File: src/rtl/add_pkg.sv
// Shared definitions for the multi-word sequential adder: word width and FSM state.
package add_pkg;

  localparam int WORD_W = 32;

  typedef enum logic [0:0] {
    ST_IDLE = 1'b0,
    ST_BUSY = 1'b1
  } state_e;

endpackage

File: src/rtl/add_seq_32_fa.sv
// 32-bit full adder: the only arithmetic on the sum path of add_seq_32.
module FA_32
  import add_pkg::*;
(
  input  logic [WORD_W-1:0] a_i,
  input  logic [WORD_W-1:0] b_i,
  input  logic              cin_i,
  output logic [WORD_W-1:0] sum_o,
  output logic              cout_o
);

  logic [WORD_W:0] full_sum;

  // Zero-extend both operands so the top bit of the result is the carry-out.
  always_comb begin
    full_sum = {1'b0, a_i} + {1'b0, b_i} + {{WORD_W{1'b0}}, cin_i};
    sum_o    = full_sum[WORD_W-1:0];
    cout_o   = full_sum[WORD_W];
  end

endmodule

File: src/rtl/add_seq_32.sv
// Packet-oriented multi-word adder/subtractor. Operands stream in least-significant
// word first; carry ripples between words through carry_q, and each accepted word
// produces one registered result word one cycle later.
module add_seq_32
  import add_pkg::*;
#(
  parameter int CNT_W = 8
) (
  input  logic              clk,
  input  logic              rst,
  input  logic              in_valid,
  output logic              in_ready,
  input  logic [WORD_W-1:0] in_a,
  input  logic [WORD_W-1:0] in_b,
  input  logic              in_first,
  input  logic              in_last,
  input  logic              in_sub,
  output logic              out_valid,
  input  logic              out_ready,
  output logic [WORD_W-1:0] out_sum,
  output logic              out_last,
  output logic [CNT_W-1:0]  out_idx,
  output logic              out_cout,
  output logic              out_ovf,
  output logic              err_pkt
);

  // Word index counter saturates instead of wrapping on very long packets.
  function automatic logic [CNT_W-1:0] sat_inc(input logic [CNT_W-1:0] v);
    return (&v) ? v : v + CNT_W'(1);
  endfunction

  // Two's-complement overflow: operands share a sign and the result sign differs.
  function automatic logic signed_ovf(input logic signed [WORD_W-1:0] a,
                                      input logic signed [WORD_W-1:0] b,
                                      input logic signed [WORD_W-1:0] s);
    return ((a < 0) == (b < 0)) && ((s < 0) != (a < 0));
  endfunction

  state_e            state_q, state_d;
  logic              carry_q, carry_d;
  logic              mode_q, mode_d;
  logic [CNT_W-1:0]  idx_q, idx_d;

  logic              out_valid_q, out_valid_d;
  logic [WORD_W-1:0] out_sum_q, out_sum_d;
  logic              out_last_q, out_last_d;
  logic [CNT_W-1:0]  out_idx_q, out_idx_d;
  logic              out_cout_q, out_cout_d;
  logic              out_ovf_q, out_ovf_d;
  logic              err_q, err_d;

  logic              acc;
  logic              first_eff;
  logic              frame_err;
  logic              mode_w;
  logic [WORD_W-1:0] b_eff;
  logic              cin_w;
  logic [WORD_W-1:0] sum_w;
  logic              cout_w;
  logic [CNT_W-1:0]  word_idx;

  // in_ready depends only on registered out_valid and downstream out_ready.
  assign in_ready = !out_valid_q || out_ready;
  assign acc      = in_valid && in_ready;

  // FSM state register.
  always_ff @(posedge clk) begin
    if (rst) state_q <= ST_IDLE;
    else     state_q <= state_d;
  end

  // FSM next state: any accepted word lands in IDLE if it closes the packet, else BUSY.
  always_comb begin
    state_d = state_q;
    if (acc) state_d = in_last ? ST_IDLE : ST_BUSY;
  end

  // FSM outputs: whether this word starts a packet, and whether its framing is wrong.
  always_comb begin
    first_eff = (state_q == ST_IDLE) || in_first;
    frame_err = acc && ((state_q == ST_IDLE) ? !in_first : in_first);
  end

  // Per-word operand conditioning: mode and carry-in come fresh on a first word.
  always_comb begin
    mode_w   = first_eff ? in_sub : mode_q;
    b_eff    = mode_w ? ~in_b : in_b;
    cin_w    = first_eff ? mode_w : carry_q;
    word_idx = first_eff ? '0 : idx_q;
  end

  FA_32 u_fa (
    .a_i    (in_a),
    .b_i    (b_eff),
    .cin_i  (cin_w),
    .sum_o  (sum_w),
    .cout_o (cout_w)
  );

  // Next-state for packet context and output stage; outputs hold unless a word is accepted.
  always_comb begin
    carry_d     = carry_q;
    mode_d      = mode_q;
    idx_d       = idx_q;
    out_valid_d = out_valid_q;
    out_sum_d   = out_sum_q;
    out_last_d  = out_last_q;
    out_idx_d   = out_idx_q;
    out_cout_d  = out_cout_q;
    out_ovf_d   = out_ovf_q;
    err_d       = frame_err;
    if (acc) begin
      carry_d     = cout_w;
      mode_d      = mode_w;
      idx_d       = sat_inc(word_idx);
      out_valid_d = 1'b1;
      out_sum_d   = sum_w;
      out_last_d  = in_last;
      out_idx_d   = word_idx;
      out_cout_d  = in_last ? cout_w : 1'b0;
      out_ovf_d   = in_last ? signed_ovf(in_a, b_eff, sum_w) : 1'b0;
    end else if (out_ready) begin
      out_valid_d = 1'b0;
    end
  end

  // Packet context and output stage registers; reset discards any partial packet.
  always_ff @(posedge clk) begin
    if (rst) begin
      carry_q     <= 1'b0;
      mode_q      <= 1'b0;
      idx_q       <= '0;
      out_valid_q <= 1'b0;
      out_sum_q   <= '0;
      out_last_q  <= 1'b0;
      out_idx_q   <= '0;
      out_cout_q  <= 1'b0;
      out_ovf_q   <= 1'b0;
      err_q       <= 1'b0;
    end else begin
      carry_q     <= carry_d;
      mode_q      <= mode_d;
      idx_q       <= idx_d;
      out_valid_q <= out_valid_d;
      out_sum_q   <= out_sum_d;
      out_last_q  <= out_last_d;
      out_idx_q   <= out_idx_d;
      out_cout_q  <= out_cout_d;
      out_ovf_q   <= out_ovf_d;
      err_q       <= err_d;
    end
  end

  assign out_valid = out_valid_q;
  assign out_sum   = out_sum_q;
  assign out_last  = out_last_q;
  assign out_idx   = out_idx_q;
  assign out_cout  = out_cout_q;
  assign out_ovf   = out_ovf_q;
  assign err_pkt   = err_q;

endmodule

File: config.mk
export PLATFORM = sky130hd
export DESIGN_NAME = add_seq_32
export DESIGN_NICKNAME = d
export VERILOG_FILES = /design/src/rtl/add_pkg.sv /design/src/rtl/add_seq_32_fa.sv /design/src/rtl/add_seq_32.sv
export SDC_FILE = /design/constraint.sdc
export NUM_CORES = 1
export LEC_CHECK = 0
export ABC_AREA = 1
export CAP_MARGIN = 20
export CORE_ASPECT_RATIO = 1.1
export CORE_MARGIN = 1
export CORE_UTILIZATION = 40
export DETAILED_ROUTE_END_ITERATION = 12
export DONT_BUFFER_PORTS = 1
export PLACE_DENSITY = 0.61
export SYNTH_ARGS = -nofsm -noshare
export SYNTH_HDL_FRONTEND = slang
export SYNTH_HIERARCHICAL = 1
export SYNTH_SLANG_ARGS = --single-unit
File: constraint.sdc
create_clock -name clk -period 7.95 [get_ports clk]
set_clock_uncertainty 0.2 [all_clocks]
set_input_delay 0.795 -clock clk [delete_from_list [all_inputs] [get_ports clk]]
set_output_delay 0.795 -clock clk [all_outputs]
set_load 0.01 [all_outputs]
### Word-level counts from Yosys, hierarchy flattened

Cells that the tools add are included.

* logic and storage cells: 41
* output and inout bits: 46
* input port bits: 71
* flip-flop bits (word level): 56

* equal/unequal tests: 2
* add/subtract/negate cells: 3
* multiplexer cells: 11
* bitwise logic cells: 2
* reductions and logical operators: 9
* magnitude comparators: 3

Operators with widths (number)
* 32-bit by 1-bit < comparator with 1-bit output (second input constant): 3
* 32-bit by 32-bit adder with 33-bit output: 1
* 33-bit by 1-bit adder with 33-bit output: 1
* 32-bit 2-to-1 mux: 1
* 32-bit NOT: 1
* 8-bit 2-to-1 mux: 2
* 8-bit by 1-bit adder with 8-bit output (second input constant): 1
* 1-bit 2-to-1 mux: 8
* 8-bit AND reduction: 1
* 1-bit logical AND: 3
* 1-bit zero test: 2
* 1-bit logical OR: 2
* 2-bit nonzero test: 1
* 1-bit == test: 1
* 1-bit inequality test: 1
* 1-bit NOT: 1

### Logic depth before layout (Yosys ltp)

* depth after elaboration: 10
* depth in mapped cells: 24

### Hierarchy

Netlist, hierarchy kept.

Modules (own cells, without submodules)
* add_seq_32: cells each 330, area an instance 2561.2 sq um, instances 1
* FA_32: cells each 505, area an instance 2393.5 sq um, instances 1

### Least setup slack after synthesis

OpenSTA, ideal clock, no wires.

* path kind: input -> register
* start: input in_first
* end: register out_sum_q[28] (netlist: out_sum[28])
* path slack: 4.374 ns
* data required time: 7.634 ns
* buffers on the path: 1
* data arrival time: 3.260 ns
* cell stages on the path: 20
* cells stage by stage: inv_1 -> ha_1 -> buf_6 -> nand2_1 -> nand2_4 -> xor2_1 -> fa_1 -> fa_1 -> nand3_1 -> nand3_1 -> nand2_1 -> nand2_2 -> nand2_1 -> nand2_2 -> nand2_1 -> nand2_1 -> nand2_1 -> nand2_1 -> o21ai_0 -> nor2_1

* cells in the longest elaborated chain, start to end: 5

Ends and longest elaborated chain
* from (decl): RTL line add_seq_32.sv:15 `input logic in_first,`
* 1-bit logical OR: RTL line add_seq_32.sv:81 `first_eff = (state_q == ST_IDLE) || in_first;`
* 1-bit 2-to-1 mux: RTL line add_seq_32.sv:87 `mode_w = first_eff ? in_sub : mode_q;`
* 32-bit 2-to-1 mux: RTL line add_seq_32.sv:88 `b_eff = mode_w ? ~in_b : in_b;`
* named net b_eff[0]: RTL line add_seq_32.sv:57 `logic [WORD_W-1:0] b_eff;`
* 32-bit by 32-bit adder with 33-bit output: RTL line add_seq_32_fa.sv:16 `full_sum = {1'b0, a_i} + {1'b0, b_i} + {{WORD_W{1'b0}}, cin_i};`
* 33-bit by 1-bit adder with 33-bit output: RTL line add_seq_32_fa.sv:16
* named net sum_w[28]: RTL line add_seq_32.sv:59 `logic [WORD_W-1:0] sum_w;`
* to (signal assigned): RTL line add_seq_32.sv:146 `out_sum_q <= out_sum_d;`
* to (decl): RTL line add_seq_32.sv:46 `logic [WORD_W-1:0] out_sum_q, out_sum_d;`

The timed path passes the listed nets, and every way through them passes these cells.
A chain may end at the register's enable or synchronous reset.

### Worst setup path in the final report

Same ends and word-level chain as after synthesis.

==> qor.yml <==
min_path:
  worstHoldPathType: "reg2reg"
  min_from: "carry_q"
  whs_endpoint: "carry_q"
  holdPathStages: 2
final_layout:
  antenna-diode-count: 0
  syn2layout_area_growth_pct: 4.24
  drive_above_1_share_pct: 4.13
  final_cell_mix: "nand2_1, inv_1, nor2_1, dfxtp_1, o21ai_0"
  nets: 927
  final_cells: 977
  utilization_pct: 42.9
  layout_commonest_cell: "nand2_1"
worst_setup_path:
  worstReg2RegStart: "state_q"
  reg2reg_depth: 18
  cpMostUsedCell: "nand2_1"
  worstSetupPathType: "in2reg"
  crit_chain: "inv_1 > ha_1 > nand2_1 > nand2_4 > xor2_1 > fa_1 > fa_1 > nand3_1 > nand3_1 > nand2_1 > nand2_2 > nand2_1 > nand2_2 > nand2_1 > nand2_1 > nand2_1 > nand2_1 > o21ai_0 > nor2_1"
  r2r_end: "out_sum[28]"
  critPathTopFamily: "simple AND/OR/NAND/NOR gates"
  cp.arrival_ns: 4.34
  start_kind: "input pin"
  worstSetupEndpointType: "register"
  crit_path_max_fanout: 33
  worst-r2r-setup-slack_ns: 3.78
  cp_slowest_cell: "ha_1"
  critPathRequiredTime_ns: 7.93
  path_buf_inv: 1
  slowest_delay_ns: 0.61
place:
  dp_cells: 969
  dp_hpwl_um: 10200
  port_buffers: 0
  pre_cts_ws_ns: 3.27
  gp_congestion: 0.908
pwr:
  clkPwrFrac_pct: 22.6
  ir_drop_mv: 0.123
  switchingPower_uw: 392
  power.leakage_uw: 0.00289
  p_int_uw: 561
  swShare_pct: 41.1
  seqPwrFrac_pct: 35.7
  p_comb_share_pct: 41.7
  p_per_area_nw_per_um2: 185
clock_tree:
  hold_buffers: 0
  postCtsSetupBuffers: 0
  h-tree-depth: 2
  cts_tree: "built"
  cts_resized: 0
  cts_made_buffers: 5
  clk_path_buf_depth: 2
  clock-root-buffer: "clkbuf_16"
  clk_pin_slew_ns: 0.07
  clk_latency_ns: 0.29
  cts_sinks: 56
timing:
  slew_headroom_pct: 32.5
  finalMaxSlewViolations: 0
  fmax_mhz: 229
  rsz0062_at_grt: "false"
  fin_setup_tns_ns: 0
  final_hold_viol_count: 0
  finalCritPeriodShare_pct: 54.8
  setup_slack_ns: 3.59
  finalSetupViolCount: 0
  final.min_clock_period_ns: 4.36
  worst_slew_pin_slew_ns: 1.01
grt:
  grt-ovfl-total: 0
  grt_max_degree: 66
  use_met1_pct: 27.3
  grt_pass1_vias: 4256
  busiest_layer: "met2"
  grtUsageMet2_pct: 34.4
  use_met3_pct: 2.32
  grt_pass1_wl_um: 20600
  grt_usage_pct: 20.3
  antenna_found_initial: 0
drt:
  drc_errors: 0
  viasPerCell: 4.73
  drt-pass1-iter-count: 5
  vias: 4623
  wl_per_cell_um: 12.8
  drt_iter0_drc: 187
  ant_nets: 0
  finalWirelength_um: 12500
synthesis:
  post_synth_num_cell_types: 35
  syn_avg_cell_area_sq_um: 5.93
  synthCells: 835
  synth_warnings: 6
  syn_nets: 940
  yosysSeqAreaShare_pct: 22.6
  ys_seq_elements: 56
  netlist_area_sq_um: 4950
floorplan:
  fp.dieH_um: 119
  die_x_um: 108
  core_sq_um: 12000
  io_pins: 117
  rows: 42
  initial_core_util_pct: 41.2
  die_area_sq_um: 12800
run:
  cap_violations: 0
status:
  outcome: "completed"
==> kinds of logic (layout without fill, tap and decap cells) <==
group / after synthesis / count (layout) / share of synthesized area, %
flops: 56 / 56 / 22.6
fa+ha+maj: 34 / 34 / 8.89
simple gates: 450 / 450 / 37.3
compound gates: 94 / 94 / 9.80
buf+inv: 155 / 143 / 13.3
xor+xnor: 46 / 46 / 8.13
==> synthesized netlist by cell type (all sizes together) <==
cell / instances / share of area [%]
nand4: 4 / 0.50
nand3b: 1 / 0.15
nor2: 112 / 8.8
dfxtp: 56 / 23
ha: 32 / 8.1
a21o: 1 / 0.15
xor2: 45 / 8.0
or2: 3 / 0.38
fa: 2 / 0.81
o21bai: 1 / 0.15
a21oi: 40 / 4.2
xnor2: 1 / 0.18
inv: 134 / 10
nor3: 5 / 0.50
nand3: 40 / 4.4
o21ai: 50 / 5.1
clkbuf: 9 / 0.88
buf: 12 / 2.2
nor3b: 1 / 0.15
a31oi: 2 / 0.25
nand2: 284 / 22
==> layer usage <==
metal	wire, um	vias up
met5	0	-
met4	57	0
met3	573	2
met2	5920	93
met1	5920	1993
li1	-	2535
==> power by group through the flow <==
stage	Sequential [uW]	Clock, uW	Combinational, uW
after floorplan	339	0	313
after global placement	347	0	395
after detailed placement	348	0	397
after CTS	341	224	399
after global routing	344	235	459
final	340	216	398
==> through the flow <==
step	cell area [sq um]	power (uW)	hold slack (ns)
3_3_place_gp	4990	741	0.269
2_1_floorplan	4950	653	0.254
5_1_grt	5160	1040	0.329
6_report	5160	953	0.290
4_1_cts	5160	963	0.293
3_5_place_dp	5020	745	0.275
==> worst max-delay path by stage <==
stage | end | slack [ns] | depth (start not counted) | start
final | out_sum[28] | 3.59 | 19 | in_first
after global routing | out_sum[28] | 3.26 | 19 | in_first
after CTS | out_sum[28] | 3.57 | 19 | in_first
after detailed placement | out_sum[28] | 3.27 | 19 | in_first
after global placement | out_sum[28] | 3.41 | 19 | in_first
after floorplan | out_sum[28] | 4.37 | 20 | in_first
==> state kept, by name (all words and copies together) (netlist names) <==
| register | count |
|---|---|
| carry_q | 1 |
| out_cout | 1 |
| err_pkt | 1 |
| out_idx | 8 |
| mode_q | 1 |
| out_ovf | 1 |
| out_last | 1 |
| out_valid | 1 |
| state_q | 1 |
| out_sum | 32 |
| idx_q | 8 |
==> worst reg2reg max path, cell delays in order (launching register included) <==
cell     delay (ns)
dfxtp_1        0.35
ha_1           0.63
nand2_1        0.28
nand2_4        0.48
xor2_1         0.17
fa_1           0.49
fa_1           0.47
nand3_1        0.12
nand3_1        0.11
nand2_1        0.10
nand2_2        0.08
nand2_1        0.08
nand2_2        0.07
nand2_1        0.08
nand2_1        0.05
nand2_1        0.05
nand2_1        0.04
o21ai_0        0.16
nor2_1         0.06
==> layout make-up <==
class / count / area [sq um]
multi-input combinational: 624 / 3180
sequential: 56 / 1120
clock buffer: 5 / 125
tap: 154 / 193
clock inverter: 3 / 18.8
fill: 1342 / 6870
inverter: 134 / 503
timing repair buffer: 1 / 27.5
Power figures use the tool's default switching activity.
